==> src/rtl/move_input_conditioner_if.sv <==
// Key, switch and commit-pulse bundle between the board inputs and the game FSM.
// master drives the raw inputs and busy; slave is the conditioner.
interface move_input_conditioner_if;
    logic       key_select_n;
    logic       key_clear_n;
    logic [8:0] sw;
    logic       busy;
    logic       move_valid;
    logic [3:0] move_sq;
    logic       move_err;
    logic       clear_req;
    logic       select_level;

    modport master (
        output key_select_n,
        output key_clear_n,
        output sw,
        output busy,
        input  move_valid,
        input  move_sq,
        input  move_err,
        input  clear_req,
        input  select_level
    );

    modport slave (
        input  key_select_n,
        input  key_clear_n,
        input  sw,
        input  busy,
        output move_valid,
        output move_sq,
        output move_err,
        output clear_req,
        output select_level
    );
endinterface

==> src/rtl/move_input_conditioner.sv <==
// Synchronise and debounce select/clear keys, snapshot the move switches on a
// select press, and emit one registered commit pulse per physical press.
module move_input_conditioner #(
    parameter int TICK_DIV       = 50000,
    parameter int DEBOUNCE_TICKS = 10
) (
    input  logic                     MAX10_CLK1_50,
    input  logic                     rst,
    move_input_conditioner_if.slave  io
);

    localparam int TW = (TICK_DIV > 1) ? $clog2(TICK_DIV) : 1;
    localparam int CW = $clog2(DEBOUNCE_TICKS + 1);

    localparam logic [TW-1:0] TICK_LAST = TW'(TICK_DIV - 1);
    localparam logic [CW-1:0] DB_LAST   = CW'(DEBOUNCE_TICKS - 1);

    localparam logic [0:0] IDLE = 1'b0;
    localparam logic [0:0] HELD = 1'b1;

    localparam int KSEL = 0;
    localparam int KCLR = 1;

    // Synchronisers: bit 0 = select, bit 1 = clear (active-low, idle high)
    logic [1:0]          key_s1_q, key_s1_d;
    logic [1:0]          key_s2_q, key_s2_d;
    logic [8:0]          sw_s1_q, sw_s1_d;
    logic [8:0]          sw_s2_q, sw_s2_d;

    logic [TW-1:0]       tick_cnt_q, tick_cnt_d;
    logic                tick;

    logic [1:0]          stable_q, stable_d;
    logic [1:0]          stable_prev_q, stable_prev_d;
    logic [1:0][CW-1:0]  db_cnt_q, db_cnt_d;

    logic                press_sel;
    logic                rel_sel;
    logic                press_clr;

    logic [0:0]          state_q, state_d;
    logic [8:0]          snap_q, snap_d;
    logic                snap_one_hot;
    logic [3:0]          snap_idx;

    logic                move_valid_q, move_valid_d;
    logic                move_err_q, move_err_d;
    logic                clear_req_q, clear_req_d;
    logic [3:0]          move_sq_q, move_sq_d;

    always_comb begin
        key_s1_d = {io.key_clear_n, io.key_select_n};
        key_s2_d = key_s1_q;
        sw_s1_d  = io.sw;
        sw_s2_d  = sw_s1_q;
    end

    always_comb begin
        tick       = (tick_cnt_q == TICK_LAST);
        tick_cnt_d = tick ? '0 : tick_cnt_q + TW'(1);
    end

    // A key level is accepted only after DEBOUNCE_TICKS consecutive
    // disagreeing ticks; any agreeing tick restarts the count.
    always_comb begin
        stable_d      = stable_q;
        db_cnt_d      = db_cnt_q;
        stable_prev_d = stable_q;
        for (int k = 0; k < 2; k++) begin
            if (tick) begin
                if (key_s2_q[k] != stable_q[k]) begin
                    if (db_cnt_q[k] == DB_LAST) begin
                        stable_d[k] = key_s2_q[k];
                        db_cnt_d[k] = '0;
                    end else begin
                        db_cnt_d[k] = db_cnt_q[k] + CW'(1);
                    end
                end else begin
                    db_cnt_d[k] = '0;
                end
            end
        end
    end

    always_comb begin
        press_sel = stable_prev_q[KSEL] & ~stable_q[KSEL];
        rel_sel   = ~stable_prev_q[KSEL] & stable_q[KSEL];
        press_clr = stable_prev_q[KCLR] & ~stable_q[KCLR];
    end

    always_comb begin
        snap_one_hot = (snap_q != 9'd0) &&
                       ((snap_q & (snap_q - 9'd1)) == 9'd0);
        snap_idx = 4'd0;
        for (int i = 0; i < 9; i++) begin
            if (snap_q[i]) snap_idx = 4'(i);
        end
    end

    // Clear dominates: it aborts a held press and masks a same-cycle release.
    always_comb begin
        state_d      = state_q;
        snap_d       = snap_q;
        move_valid_d = 1'b0;
        move_err_d   = 1'b0;
        clear_req_d  = 1'b0;
        move_sq_d    = move_sq_q;
        if (press_clr) begin
            clear_req_d = 1'b1;
            state_d     = IDLE;
        end else begin
            case (state_q)
                IDLE: begin
                    if (press_sel) begin
                        snap_d  = sw_s2_q;
                        state_d = HELD;
                    end
                end
                HELD: begin
                    if (rel_sel) begin
                        state_d = IDLE;
                        if (snap_one_hot && !io.busy) begin
                            move_valid_d = 1'b1;
                            move_sq_d    = snap_idx;
                        end else begin
                            move_err_d = 1'b1;
                        end
                    end
                end
                default: state_d = IDLE;
            endcase
        end
    end

    always_ff @(posedge MAX10_CLK1_50 or posedge rst) begin
        if (rst) begin
            key_s1_q      <= 2'b11;
            key_s2_q      <= 2'b11;
            sw_s1_q       <= '0;
            sw_s2_q       <= '0;
            tick_cnt_q    <= '0;
            stable_q      <= 2'b11;
            stable_prev_q <= 2'b11;
            db_cnt_q      <= '0;
            state_q       <= IDLE;
            snap_q        <= '0;
            move_valid_q  <= 1'b0;
            move_err_q    <= 1'b0;
            clear_req_q   <= 1'b0;
            move_sq_q     <= '0;
        end else begin
            key_s1_q      <= key_s1_d;
            key_s2_q      <= key_s2_d;
            sw_s1_q       <= sw_s1_d;
            sw_s2_q       <= sw_s2_d;
            tick_cnt_q    <= tick_cnt_d;
            stable_q      <= stable_d;
            stable_prev_q <= stable_prev_d;
            db_cnt_q      <= db_cnt_d;
            state_q       <= state_d;
            snap_q        <= snap_d;
            move_valid_q  <= move_valid_d;
            move_err_q    <= move_err_d;
            clear_req_q   <= clear_req_d;
            move_sq_q     <= move_sq_d;
        end
    end

    assign io.move_valid   = move_valid_q;
    assign io.move_err     = move_err_q;
    assign io.clear_req    = clear_req_q;
    assign io.move_sq      = move_sq_q;
    assign io.select_level = ~stable_q[KSEL];

endmodule

==> src/flat_wrapper.sv <==
// flat-port wrapper written by rule: the top's interface ports become plain ports
module move_input_conditioner_flat 
#(
    parameter int TICK_DIV       = 50000,
    parameter int DEBOUNCE_TICKS = 10
)
  (MAX10_CLK1_50, rst, io_key_select_n, io_key_clear_n, io_sw, io_busy, io_move_valid, io_move_sq, io_move_err, io_clear_req, io_select_level);
  move_input_conditioner_if io_i ();
  input  logic MAX10_CLK1_50;
  input  logic rst;
  input wire logic [$bits(io_i.key_select_n)-1:0] io_key_select_n;
  input wire logic [$bits(io_i.key_clear_n)-1:0] io_key_clear_n;
  input wire logic [$bits(io_i.sw)-1:0] io_sw;
  input wire logic [$bits(io_i.busy)-1:0] io_busy;
  output wire logic [$bits(io_i.move_valid)-1:0] io_move_valid;
  output wire logic [$bits(io_i.move_sq)-1:0] io_move_sq;
  output wire logic [$bits(io_i.move_err)-1:0] io_move_err;
  output wire logic [$bits(io_i.clear_req)-1:0] io_clear_req;
  output wire logic [$bits(io_i.select_level)-1:0] io_select_level;
  assign io_i.key_select_n = io_key_select_n;
  assign io_i.key_clear_n = io_key_clear_n;
  assign io_i.sw = io_sw;
  assign io_i.busy = io_busy;
  assign io_move_valid = io_i.move_valid;
  assign io_move_sq = io_i.move_sq;
  assign io_move_err = io_i.move_err;
  assign io_clear_req = io_i.clear_req;
  assign io_select_level = io_i.select_level;
  move_input_conditioner #(.TICK_DIV(TICK_DIV), .DEBOUNCE_TICKS(DEBOUNCE_TICKS)) u_core (.MAX10_CLK1_50(MAX10_CLK1_50), .rst(rst), .io(io_i));
endmodule
==> config.mk <==
export PLATFORM = sky130hd
export DESIGN_NAME = move_input_conditioner_flat
export DESIGN_NICKNAME = d
export VERILOG_FILES = /design/src/rtl/move_input_conditioner_if.sv /design/src/rtl/move_input_conditioner.sv /design/src/flat_wrapper.sv
export SDC_FILE = /design/constraint.sdc
export NUM_CORES = 1
export LEC_CHECK = 0
export CAP_MARGIN = 20
export CORE_MARGIN = 4
export CORE_UTILIZATION = 45
export CTS_CLUSTER_DIAMETER = 40
export DETAILED_ROUTE_END_ITERATION = 16
export DONT_BUFFER_PORTS = 1
export PLACE_DENSITY_LB_ADDON = 0.15
export SYNTH_ARGS = -nofsm -noshare
export SYNTH_HDL_FRONTEND = slang
export SYNTH_SLANG_ARGS = --single-unit
==> constraint.sdc <==
create_clock -name MAX10_CLK1_50 -period 1.9 [get_ports MAX10_CLK1_50]
set_input_delay 0.19 -clock MAX10_CLK1_50 [delete_from_list [all_inputs] [get_ports MAX10_CLK1_50]]
set_output_delay 0.19 -clock MAX10_CLK1_50 [all_outputs]
set_load 0.05 [all_outputs]
==> results.md <==
* DR pass1 iterations at 4
* Synth area leaders: dfrtp_1 (55%), dfstp_2 (7.9%), mux2_2 (6.3%)
* Min Tclk post-route at between 1.5 and 2 ns
* RSZ-0062 raised after global routing: true
* Worst Skew at approximately 0.007 ns
* Achievable frequency at approximately 530 MHz
* Synthesized net count at 235
* Worst-Skew Late Latency at approximately 0.35 ns
* Hold Path Sink: u_core.io.move_valid$_DFF_PP0_
* Worst r2r path cells at 5
* Seq/Total Area, Yosys at a little over three fifths
* Max FO, Critical Path at 5
* Reg clk slew, reported paths at 0.08 ns
* Predominant post-synthesis flop cell: dfrtp_1
* Largest area contributor in the netlist: dfrtp_1
* Initial core utilization at roughly 47%
* Final slew viol count at 0
* Clock tree buffer depth at 2
* Pwr dens at 806 nW/µm²
* Crit path DAT at 2.14 ns
* Post-synth ARST share at 100%
* Final hold viol count at 0
* Core Area at 5640 µm²
* Tcrit/Tclk final at 100%
* Top post-synthesis cells by count: dfrtp_1 (59), nor2_1 (26), mux2_2 (15), nand3_1 (12), o21ai_0 (12)
* Residual DRC at 0
* I/O pin total at 22
* Crit. End Element: flop
* Failing checks: negative setup slack
* Worst EP required at ~2.1 ns
* Clock group share of total power at 41.9%
* Post-synth EDFFs at 0
* Number of port buffers at 0
* Syn avg cell area at 12.4 µm²
* Synthesized flop and latch total at 67
* Global route overflow at 0
* Net switching power figure at 645 µW
* Antenna diode count at 0
* Iter 0 DRT Violations at 50
* Critical Path Start Type: flop
* Die area at 7230 µm²
* Pin count of the biggest net entering global routing at 32
* Initial antenna violation count at 0
* Clock Sinks at 67
* Cell variety after synth at 37
* Reg power frac at 55.8%
* Setup CP Type: reg -> reg
* Root Buffer: clkbuf_8
* Sw Share at about a quarter
* Reg2reg end: u_core.io.move_sq[3]$_DFFE_PP0P_
* Fin Setup TNS at -0.00558 ns
* Placer Congestion at roughly 0.7
* H-tree levels at 3
* Hold depth at 2
* Final Util at 57.6%
* Max-cap violations at 0
* R2r startpoint: u_core.snap_q[2]$_DFFE_PP0P_
* Routed Antenna Nets at 0
* Synth top area share at 55.3%
* FF-to-FF setup slack at -0.003 ns
* Worst hold path startpoint: io_busy
* Gate Count Post-Synth at around 220
* P&R area growth vs syn at 21.8%
* Fin nets at ~280
* Hold/Removal Path Class: in -> reg
* P_leak at ~0.0015 µW
* Share of layout cells above drive strength 1 at 28.1%
* Internal power at 1970 µW
* Cell with the most instances after synthesis: dfrtp_1
* Final setup viols at 4
* Post-DR wirelength/cell at 13.4 µm
* Worst Max-Slew Pin Slew at 0.654 ns
* Comb power frac at 2.3%
* Yosys warning total at 0
* Via count at around 1,700
* Status: complete, but fails checks
* Slew headroom at a little under three fifths
* Die extent in x at 85.0 µm
* # rows at 27
* DP HPWL at 3030 µm
* Mapped Area at 2670 µm²
* Setup ws final at -0.00301 ns
* Vias per std cell at 5.05
* TritonCTS clock tree: done
* GR Util All Layers at 14.6%
* Height of the die at ~85 µm
* Number of global-route vias before repair at 1,801
* TritonCTS Buffers at 9
* DRT Wirelength at about 4500 µm
* Peak supply drop at 0.637 mV
* First-pass GRT wire length at 8140 µm
==> per-layer routing <==
metal | GRT usage, % | vias to the layer above | part of all wire, %
met4 | 5.61 | 0 | 2.1
li1 | - | 830 | -
met3 | 6.41 | 11 | 5.0
met2 | 22.0 | 30 | 43
met5 | 0 | - | 0
met1 | 18.4 | 822 | 49
==> final cells by class <==
type | count | area, µm²
Sequential cell | 67 | 1690
Fill cell | 442 | 2390
Clock buffer | 9 | 124
Inverter | 10 | 37.5
Timing Repair Buffer | 34 | 298
Tap cell | 72 | 90.1
Clock inverter | 7 | 60.1
Multi-Input combinational cell | 136 | 953
==> cells in the final DEF, fill, tap and decap left out, types with 3 or more instances in the layout <==
cell type	instances
a21oi_1	4
and3_1	4
buf_4	21
clkbuf_8	9
clkinvlp_4	3
dfrtp_1	59
dfstp_2	8
dlygate4sd3_1	12
ha_1	5
inv_1	9
inv_6	3
mux2_2	15
nand2_1	7
nand2b_1	4
nand3_1	12
nand4_1	3
nor2_1	26
nor3_1	3
o21ai_0	10
xnor2_1	10
xor2_1	6
==> critical path: stages, from the launching register on <==
cell and delay, ns:
dfrtp_1 0.42, or4_4 0.55, a211oi_2 0.18, a21oi_2 0.08, nor3_4 0.21, mux2_2 0.36
==> cell families after synthesis <==
family / share of synthesized area (%)
mux: 6.33
simple gates: 14.1
fa+ha+maj: 2.34
xor+xnor: 5.25
buf+inv: 1.92
flops: 63.2
compound gates: 6.84
==> worst max-delay path by stage <==
stage / start / end
after CTS: u_core.snap_q[3]$_DFFE_PP0P_ / u_core.io.move_sq[3]$_DFFE_PP0P_
after global routing: u_core.snap_q[3]$_DFFE_PP0P_ / u_core.io.move_sq[3]$_DFFE_PP0P_
after detailed placement: u_core.snap_q[3]$_DFFE_PP0P_ / u_core.io.move_sq[0]$_DFFE_PP0P_
after global placement: u_core.snap_q[3]$_DFFE_PP0P_ / u_core.io.move_sq[3]$_DFFE_PP0P_
after floorplan: rst / u_core.db_cnt_q[0]$_DFFE_PP0N_
final: u_core.snap_q[2]$_DFFE_PP0P_ / u_core.io.move_sq[3]$_DFFE_PP0P_
==> power by group through the flow <==
| stage | Clock (µW) | Sequential [µW] | Combinational [µW] |
|---|---|---|---|
| after floorplan | 0 | 1480 | 27.7 |
| after CTS | 1130 | 1460 | 63.7 |
| final | 1100 | 1460 | 61.2 |
| after global placement | 0 | 1490 | 43.7 |
| after detailed placement | 0 | 1490 | 44.4 |
| after global routing | 1210 | 1460 | 72.0 |
==> through the flow <==
stage          hold slack [ns]  setup WS [ns]  instance area [µm²]  instances  power, µW
2_1_floorplan            0.194         0.0401                 2670        216       1510
5_1_grt                0.00568         -0.117                 3250        335       2750
6_report                0.0261       -0.00301                 3250        335       2620
4_1_cts                 0.0170        -0.0273                 3220        334       2660
3_3_place_gp             0.195        -0.0135                 2900        304       1530
3_5_place_dp             0.195        -0.0426                 2900        304       1530
==> state kept, by name, indices dropped and copies added, names as in the netlist <==
register and flops:
u_core.tick_cnt_q 16, u_core.snap_q 9, u_core.sw_s1_q 9, u_core.sw_s2_q 9
u_core.db_cnt_q 8, u_core.io.move_sq 4, u_core.key_s1_q 2, u_core.key_s2_q 2
u_core.stable_prev_d 2, u_core.stable_prev_q 2, u_core.io.clear_req 1, u_core.io.move_err 1
u_core.io.move_valid 1, u_core.state_q 1
==> timing repair <==
item | CTS | global route
setup buffers | 2 | 1
setup endpoints to repair | 4 | 14
endpoints found under the hold margin | 32 | 0
gates resized for setup | 0 | 6
pin swaps | 0 | 1
hold buffers | 12 | 0
Power figures use the tool's default switching activity.
